===== config.mk =====
export PLATFORM = sky130hd
export DESIGN_NAME = display_mux_7seg
export DESIGN_NICKNAME = d
export VERILOG_FILES = /design/src/rtl/display_mux_7seg.sv
export SDC_FILE = /design/constraint.sdc
export NUM_CORES = 1
export LEC_CHECK = 0
export BUFFER_PORTS_ARGS = -buffer_cell sky130_fd_sc_hd__buf_4
export CAP_MARGIN = 20
export CORE_MARGIN = 3
export CORE_UTILIZATION = 60
export CTS_BUF_LIST = sky130_fd_sc_hd__clkbuf_8
export DETAILED_ROUTE_END_ITERATION = 10
export GPL_ROUTABILITY_DRIVEN = 0
export PLACE_DENSITY = 0.81
export SETUP_SLACK_MARGIN = 0.2
export SYNTH_ARGS = -nofsm -noshare
export SYNTH_HDL_FRONTEND = slang
export SYNTH_SLANG_ARGS = --single-unit

===== constraint.sdc =====
create_clock -name clk -period 5.81 [get_ports clk]
set_input_delay 0.581 -clock clk [delete_from_list [all_inputs] [get_ports clk]]
set_output_delay 0.581 -clock clk [all_outputs]
set_load 0.01 [all_outputs]

===== src/rtl/display_mux_7seg.sv =====
// Multiplexed N-digit 7-segment driver: latched digit codes scanned onto a shared
// segment bus with per-digit enables, hex/decimal decode and leading-zero blanking.
module display_mux_7seg #(
    parameter int NUM_DIGITS   = 4,
    parameter int SCAN_DIV     = 50000,
    parameter int BLANK_CYCLES = 2,
    parameter int ACTIVE_LOW   = 1
) (
    input  logic                    clk,
    input  logic                    rst,
    input  logic [4*NUM_DIGITS-1:0] entrada,
    input  logic                    carregar,
    input  logic [NUM_DIGITS-1:0]   pontos,
    input  logic                    modo_hex,
    input  logic                    apagar_zeros,
    output logic [6:0]              segmentos,
    output logic                    dp,
    output logic [NUM_DIGITS-1:0]   anodos
);

    localparam int PW = (SCAN_DIV > 1) ? $clog2(SCAN_DIV) : 1;
    localparam int IW = (NUM_DIGITS > 1) ? $clog2(NUM_DIGITS) : 1;
    localparam logic POL = 1'(ACTIVE_LOW != 0);
    localparam logic [6:0] SEG_OFF = {7{POL}};
    localparam logic [NUM_DIGITS-1:0] AN_OFF = {NUM_DIGITS{POL}};

    logic [4*NUM_DIGITS-1:0] dig_q, dig_d;
    logic [NUM_DIGITS-1:0]   pts_q, pts_d;
    logic [PW-1:0]           presc_q, presc_d;
    logic [IW-1:0]           idx_q, idx_d;
    logic [6:0]              seg_q, seg_d;
    logic                    dp_q, dp_d;
    logic [NUM_DIGITS-1:0]   an_q, an_d;

    logic [3:0]              code_s;
    logic                    pt_s;
    logic                    supp_s;
    logic                    zero_run_s;
    logic [6:0]              lit_s;
    logic [NUM_DIGITS-1:0]   an_lit_s;

    // gfedcba lit pattern; letters only exist in hex mode
    function automatic logic [6:0] seg_decode(input logic [3:0] code, input logic hex);
        case (code)
            4'h0:    seg_decode = 7'h3F;
            4'h1:    seg_decode = 7'h06;
            4'h2:    seg_decode = 7'h5B;
            4'h3:    seg_decode = 7'h4F;
            4'h4:    seg_decode = 7'h66;
            4'h5:    seg_decode = 7'h6D;
            4'h6:    seg_decode = 7'h7D;
            4'h7:    seg_decode = 7'h07;
            4'h8:    seg_decode = 7'h7F;
            4'h9:    seg_decode = 7'h6F;
            4'hA:    seg_decode = hex ? 7'h77 : 7'h00;
            4'hB:    seg_decode = hex ? 7'h7C : 7'h00;
            4'hC:    seg_decode = hex ? 7'h39 : 7'h00;
            4'hD:    seg_decode = hex ? 7'h5E : 7'h00;
            4'hE:    seg_decode = hex ? 7'h79 : 7'h00;
            4'hF:    seg_decode = hex ? 7'h71 : 7'h00;
            default: seg_decode = 7'h00;
        endcase
    endfunction

    // Shadow capture and scan counters
    always_comb begin
        dig_d   = carregar ? entrada : dig_q;
        pts_d   = carregar ? pontos  : pts_q;
        presc_d = presc_q + 1'b1;
        idx_d   = idx_q;
        if (presc_q == PW'(SCAN_DIV - 1)) begin
            presc_d = '0;
            if (idx_q == IW'(NUM_DIGITS - 1)) begin
                idx_d = '0;
            end else begin
                idx_d = idx_q + 1'b1;
            end
        end else begin
            presc_d = presc_q + 1'b1;
        end
    end

    // Select current digit; zero_run tracks "this digit and all above are zero"
    always_comb begin
        code_s     = 4'h0;
        pt_s       = 1'b0;
        supp_s     = 1'b0;
        zero_run_s = 1'b1;
        an_lit_s   = '0;
        for (int i = NUM_DIGITS - 1; i >= 0; i--) begin
            zero_run_s  = zero_run_s && (dig_q[4*i +: 4] == 4'h0);
            code_s      = (idx_q == IW'(i)) ? dig_q[4*i +: 4] : code_s;
            pt_s        = (idx_q == IW'(i)) ? pts_q[i] : pt_s;
            supp_s      = (idx_q == IW'(i)) ? (apagar_zeros && zero_run_s && (i > 0)) : supp_s;
            an_lit_s[i] = (idx_q == IW'(i)) && (presc_q >= PW'(BLANK_CYCLES));
        end
        lit_s = supp_s ? 7'h00 : seg_decode(code_s, modo_hex);
    end

    // Apply output polarity ahead of the pin registers
    always_comb begin
        seg_d = lit_s ^ SEG_OFF;
        dp_d  = pt_s ^ POL;
        an_d  = an_lit_s ^ AN_OFF;
    end

    // State and output registers
    always_ff @(posedge clk or posedge rst) begin
        if (rst) begin
            dig_q   <= '0;
            pts_q   <= '0;
            presc_q <= '0;
            idx_q   <= '0;
            seg_q   <= SEG_OFF;
            dp_q    <= POL;
            an_q    <= AN_OFF;
        end else begin
            dig_q   <= dig_d;
            pts_q   <= pts_d;
            presc_q <= presc_d;
            idx_q   <= idx_d;
            seg_q   <= seg_d;
            dp_q    <= dp_d;
            an_q    <= an_d;
        end
    end

    assign segmentos = seg_q;
    assign dp        = dp_q;
    assign anodos    = an_q;

endmodule

==> results of run 1 <==
-- final cells by class --
class | count | area (um^2)
timing repair buffer | 36 | 270
inverter | 6 | 22.5
clock inverter | 3 | 11.3
fill | 289 | 980
multi-input combinational | 155 | 1090
tap | 48 | 60.1
clock buffer | 5 | 68.8
sequential | 50 | 1270
-- layer usage --
| layer | track usage | part of all wire | up-vias |
|---|---|---|---|
| met5 | 0 | 0 | - |
| met4 | 0.0954 | 0.020 | 0 |
| met3 | 0.0348 | 0.053 | 11 |
| met2 | 0.311 | 0.48 | 60 |
| met1 | 0.296 | 0.45 | 869 |
| li1 | - | - | 855 |
-- synthesized netlist by cell type, types with 2 or more instances --
master,number,area [um^2]
sky130_fd_sc_hd__dfstp_2,12,315
sky130_fd_sc_hd__mux2_2,20,225
sky130_fd_sc_hd__nand3_1,8,40.0
sky130_fd_sc_hd__a21oi_1,10,50.1
sky130_fd_sc_hd__xnor2_1,8,70.1
sky130_fd_sc_hd__o211ai_1,3,22.5
sky130_fd_sc_hd__or2b_1,3,22.5
sky130_fd_sc_hd__dfrtp_1,38,951
sky130_fd_sc_hd__ha_1,6,75.1
sky130_fd_sc_hd__inv_1,6,22.5
sky130_fd_sc_hd__o211a_1,2,20.0
sky130_fd_sc_hd__buf_2,2,10.0
sky130_fd_sc_hd__or3_1,2,12.5
sky130_fd_sc_hd__nand2_1,19,71.3
sky130_fd_sc_hd__xor2_1,5,43.8
sky130_fd_sc_hd__clkbuf_1,2,7.51
sky130_fd_sc_hd__o21ai_0,8,40.0
sky130_fd_sc_hd__a31o_1,2,17.5
sky130_fd_sc_hd__o22ai_1,2,12.5
sky130_fd_sc_hd__nand4_1,4,25.0
sky130_fd_sc_hd__nor3_1,4,20.0
sky130_fd_sc_hd__and3_1,2,12.5
sky130_fd_sc_hd__nor4_1,5,31.3
sky130_fd_sc_hd__a221o_1,4,40.0
sky130_fd_sc_hd__o21ai_1,3,15.0
sky130_fd_sc_hd__nor2_1,18,67.6
-- worst max-delay path by stage --
stage,end,slack (ns),depth (start not counted)
final,segmentos[5],3.59,8
after detailed placement,segmentos[5],3.60,8
after floorplan,segmentos[5],3.78,9
after CTS,segmentos[5],3.59,8
after global routing,segmentos[1],3.37,8
after global placement,segmentos[5],3.66,8
-- registers in the layout (all words and copies together), names as in the netlist --
signal     flops
segmentos      7
presc_q       16
idx_q          2
dig_q         16
pts_q          4
anodos         4
dp             1
-- through the flow --
step	hold WS, ns	power (mW)	instances
final	0.429	0.678	303
after global routing	0.451	0.706	303
after CTS	0.427	0.682	303
after detailed placement	0.415	0.498	295
after global placement	0.414	0.495	295
after floorplan	0.383	0.458	218
-- critical path: cells and delay by family, from the launching register on --
| family | cells | cell delay (ns) |
|---|---|---|
| AO/OA/AOI/OAI | 4 | 0.76 |
| adder cells (fa/ha/maj) | 2 | 0.71 |
| buffers and inverters | 1 | 0.12 |
| flip-flops | 1 | 0.40 |
| AND/OR/NAND/NOR | 1 | 0.14 |
-- report_power, final --
group	switching [mW]	internal (mW)	leakage, nW
Combinational	0.0462	0.0512	0.604
Sequential	0.0147	0.378	0.597
Clock	0.107	0.0805	0.0519
Total	0.168	0.510	1.25
-- kinds of logic after synthesis --
| kind of cell | synth area share |
|---|---|
| adders and majority gates | 0.0356 |
| muxes | 0.0971 |
| and+or+nand+nor | 0.149 |
| xor gates and xnor gates | 0.0470 |
| buffers and inverters | 0.0263 |
| AOI/OAI and AO/OA | 0.122 |
| DFF | 0.523 |
==> results.cfg, run 1 <==
[power]
static_leakage_nw = 1.25
power_density_mw_per_mm2 = 243
ir_drop_mv = 0.173

[layout]
finalCoreUtilization = 0.740
synthToLayoutAreaGrowth_pct = 15.2
layout_common_cells = 38 x sky130_fd_sc_hd__dfrtp_1, 36 x sky130_fd_sc_hd__buf_4, 20 x sky130_fd_sc_hd__mux2_2
finish.net_count = 285
drive_gt1_frac = 0.318
mostFrequentLayoutCell = sky130_fd_sc_hd__dfrtp_1
post-route-cell-area_mm2 = 0.00279
diodes = 0

[clock_network]
cts_post_setup_buffers_inserted = 0
ctsHoldBuffers = 0
cts.htree.levels = 2
clock_latency_ns = 0.30
cts_buffers = 5
cts.path.max_buffers = 2
clock_tree.root_cell = sky130_fd_sc_hd__clkbuf_8
clkTransAtPathRegs_ns = 0.09
ctsResizeCount = 0
tritoncts = built
cts.sinks = 50

[synthesis]
number_of_enable_type_register_cells_in_the_synthesized_netlist = 0
synthesized_area_per_cell_um2 = 11.1
synth-warning-count = 0
synth_cells = 218
fraction_of_registers_with_async_set_or_reset_after_synthesis = 1.00
netlist_area_mm2 = 0.00242
synthDistinctLibCells = 46
syn-num-nets = 249
synthFlopType = sky130_fd_sc_hd__dfrtp_1
synth.yosys.seq_area_share = 0.523
synth_seq_cells = 50

[critical_path]
worst_r2r_startpoint = idx_q[0]
critical_path.startpoint_type = flip-flop
crit_path_max_incr_delay_ns = 0.40
critPathArrivalTime_ns = 2.44
crit_required_ns = 6.03
cp_slowest_cell = sky130_fd_sc_hd__dfrtp_1
regToRegSetupSlack_ns = 3.59
timing.rr.end = segmentos[5]
critical_path_origin = idx_q[0]
reg2reg_depth = 8
criticalPathCategory = flip-flop to flip-flop
path_max_fanout = 9
cp_endpoint_kind = flip-flop
worstPathCellList = inv_1 -> ha_1 -> nor2b_2 -> a221o_1 -> o211a_1 -> maj3_2 -> a21oi_2 -> o21ai_1

[detailed_routing]
finalWirelength_mm = 4.74
detail-route-antenna-nets = 0
detailroute.via_count = 1795
viasPerCell = 5.92
wire_per_inst_um = 15.7
firstDrtPassIters = 4
drc_errors = 0
initialDrtViolationCount = 136

[die]
fp.dieArea_mm2 = 0.00484
ioPinCount = 37
die_x_um = 69.5
fp.dieH_um = 69.5
placement_rows = 22
initial_core_util = 0.642
placeableCoreArea_mm2 = 0.00377

[run_status]
run_status = finished clean

[timing]
timing.final.setup_violations = 0
tightestPinTransition_ns = 0.984
post-route-worst-setup-slack_ns = 3.59
min_period_ns = 2.22
sum_of_negative_setup_slack_ns = 0
worst_slew_margin_rel = 0.343
fin_worst_skew_ns = 0.00958
final_min_period_over_clock_period = 0.382
timing.final.hold_violations = 0
maxSlewViolCount = 0
fmax_mhz = 450
rsz_0062_raised_after_global_routing = false

[grt]
number_of_global_route_vias_before_repair = 1670
grt_pass1_wl_mm = 7.94
grtUsageTotal = 0.208
largest_net_degree_at_the_start_of_global_routing = 51
overflow = 0
grt_antenna_before_repair = 0

[run]
drv_cap = 0

[min_path]
hold_path_class = flip-flop to flip-flop
hold_path.startpoint = pts_q[0]
min_path_cells = 1
min_delay_worst_endpoint = dp

[placed_design]
placement.cell_area_mm2 = 0.00271
place.detailed.hpwl_mm = 3.42
portBuffers = 36
post-place-ws_ns = 3.60
Note: power is estimated with default switching activity, not from simulation.
==> run 2: changes to the inputs <==
CORE_UTILIZATION = 53   (was 60)
PLACE_DENSITY = 0.75   (was 0.81)
clock period = 1.8 ns   (was 5.81 ns; I/O delays follow)
==> run 2 against run 1 <==
The flow now finishes with violations (negative setup slack). Maximum frequency is 6.8% higher. Critical path type unchanged. Highest routed layer unchanged. Cell count rose by 14%. Largest cell class is now multi-input combinational cells. Worst hold slack worse by 0.39 ns.
==> results.cfg, run 2 (same netlist as run 1, synthesis figures left out) <==
[critical_path]
worst_r2r_startpoint = idx_q[0]
cp_endpoint_kind = flip-flop
criticalPathCategory = flip-flop to flip-flop
crit_required_ns = 2.04
critPathArrivalTime_ns = 2.32
timing.rr.end = segmentos[1]
path_max_fanout = 6
regToRegSetupSlack_ns = -0.28
critical_path.startpoint_type = flip-flop
reg2reg_depth = 8

[power]
seqPwrFrac = 0.531
sw_frac_of_total = 0.250
switchingPower_mw = 0.598
cell_internal_pwr_mw = 1.79
power_density_mw_per_mm2 = 707
proportion_of_power_drawn_by_combinational_gates = 0.166
static_leakage_nw = 1.48
power.clock.fraction = 0.303
ir_drop_mv = 0.528

[run_status]
run_status = complete, but fails checks
violations = negative setup slack

[timing]
min_period_ns = 2.08
timing.final.hold_violations = 0
fin_hold_ws_ns = 0.0371
fin_worst_skew_ns = 0.00806
fmax_mhz = 480
post-route-worst-setup-slack_ns = -0.282
tightestPinTransition_ns = 0.622
maxSlewViolCount = 0
timing.final.setup_violations = 7
worst_slew_margin_rel = 0.585
final_min_period_over_clock_period = 1.16
rsz_0062_raised_after_global_routing = true

[run]
drv_cap = 0

[grt]
grt_pass1_wl_mm = 8.66
grt_antenna_before_repair = 0
largest_net_degree_at_the_start_of_global_routing = 51
grtUsageTotal = 0.210
overflow = 0
number_of_global_route_vias_before_repair = 1883

[detailed_routing]
firstDrtPassIters = 4
finalWirelength_mm = 5.48
viasPerCell = 5.68
detailroute.via_count = 1959
wire_per_inst_um = 15.9
detail-route-antenna-nets = 0
initialDrtViolationCount = 139
drc_errors = 0

[die]
initial_core_util = 0.577
placeableCoreArea_mm2 = 0.00420
ioPinCount = 37
die_x_um = 73.6
fp.dieArea_mm2 = 0.00542
fp.dieH_um = 73.6
placement_rows = 23

[layout]
synthToLayoutAreaGrowth_pct = 39.5
diodes = 0
layout_common_cells = 67 x sky130_fd_sc_hd__buf_4, 37 x sky130_fd_sc_hd__dfrtp_1, 20 x sky130_fd_sc_hd__mux2_2
drive_gt1_frac = 0.529
non_filler_instances = 345
finish.net_count = 325
fillCellCount = 265
mostFrequentLayoutCell = sky130_fd_sc_hd__buf_4
finalCoreUtilization = 0.804

[clock_network]
cts_buffers = 5
cts.htree.levels = 2
cts.path.max_buffers = 2
ctsHoldBuffers = 0
clock_latency_ns = 0.31
clkTransAtPathRegs_ns = 0.09
clock_tree.root_cell = sky130_fd_sc_hd__clkbuf_8
cts.sinks = 50
tritoncts = built

[placed_design]
portBuffers = 36
place.detailed.hpwl_mm = 3.63
placed_cells_incl_taps = 329

[min_path]
hold_path_class = input pin to asynchronous set/reset pin
run 2: changes by cell type in the layout (fill, tap and decap cells not counted), moves of 5 or more:
cell / before / now
sky130_fd_sc_hd__buf_4: 36 / 67
sky130_fd_sc_hd__buf_6: 0 / 9
sky130_fd_sc_hd__nor2_1: 18 / 9
sky130_fd_sc_hd__nor2_4: 0 / 7
sky130_fd_sc_hd__inv_1: 8 / 3
sky130_fd_sc_hd__o21ai_0: 8 / 3
run 2: layout make-up:
class | count | area [um^2] | share of cell area
clock inverter | 1 | 8.76 | 0.00259
tap | 50 | 62.6 | 0.0185
clock buffer | 7 | 96.3 | 0.0285
multi-input combinational | 155 | 1320 | 0.390
inverter | 6 | 22.5 | 0.00667
sequential | 50 | 1270 | 0.375
timing repair buffer | 76 | 604 | 0.179
run 2: per-layer routing:
layer | vias to the layer above | track usage | routed length (um)
met1 | 950 | 0.284 | 2430
met2 | 67 | 0.327 | 2620
met3 | 6 | 0.0575 | 354
li1 | 936 | - | -
met5 | - | 0 | 0
met4 | 0 | 0.0684 | 71
run 2: power by group through the flow:
stage          Combinational (mW)  Clock, mW  Sequential [mW]
3_5_place_dp                0.358          0             1.28
5_1_grt                     0.429      0.775             1.28
2_1_floorplan               0.197          0             1.29
4_1_cts                     0.373      0.743             1.27
3_3_place_gp                0.353          0             1.28
6_report                    0.396      0.725             1.27
run 2: worst max-delay path by stage:
| stage | from | to | slack (ns) | cells after the start |
|---|---|---|---|---|
| 2_1_floorplan | idx_q[0] | segmentos[5] | -0.16 | 9 |
| 3_3_place_gp | idx_q[1] | segmentos[5] | -0.18 | 8 |
| 3_5_place_dp | idx_q[0] | segmentos[5] | -0.21 | 8 |
| 4_1_cts | idx_q[0] | segmentos[5] | -0.18 | 8 |
| 5_1_grt | idx_q[0] | segmentos[1] | -0.34 | 8 |
| 6_report | idx_q[0] | segmentos[1] | -0.28 | 8 |
run 2: what timing repair did:
action                                 in CTS  in global routing
buffers inserted                            4                  4
pin swaps                                  12                 10
gates resized for setup                    30                 21
endpoints found under the hold margin       0                  0
cloned                                      0                  0
setup endpoints to repair                  23                 24
run 2: worst max-delay path, stage by stage, from the launching register on:
cell                      delay, ns
sky130_fd_sc_hd__dfrtp_1       0.41
sky130_fd_sc_hd__buf_6         0.13
sky130_fd_sc_hd__ha_4          0.17
sky130_fd_sc_hd__or2_4         0.26
sky130_fd_sc_hd__a221o_1       0.31
sky130_fd_sc_hd__o211a_4       0.19
sky130_fd_sc_hd__nor3_1        0.24
sky130_fd_sc_hd__o21ai_1       0.12
sky130_fd_sc_hd__a31o_1        0.18
run 2: metrics by stage:
| stage | setup TNS (ns) | power, mW | area [um^2] | setup slack, ns |
|---|---|---|---|---|
| 4_1_cts | -1.20 | 2.38 | 3250 | -0.180 |
| 3_5_place_dp | -1.72 | 1.64 | 3010 | -0.212 |
| 6_report | -1.66 | 2.39 | 3380 | -0.282 |
| 2_1_floorplan | -0.303 | 1.49 | 2490 | -0.160 |
| 3_3_place_gp | -1.50 | 1.64 | 3010 | -0.176 |
| 5_1_grt | -2.12 | 2.48 | 3380 | -0.345 |
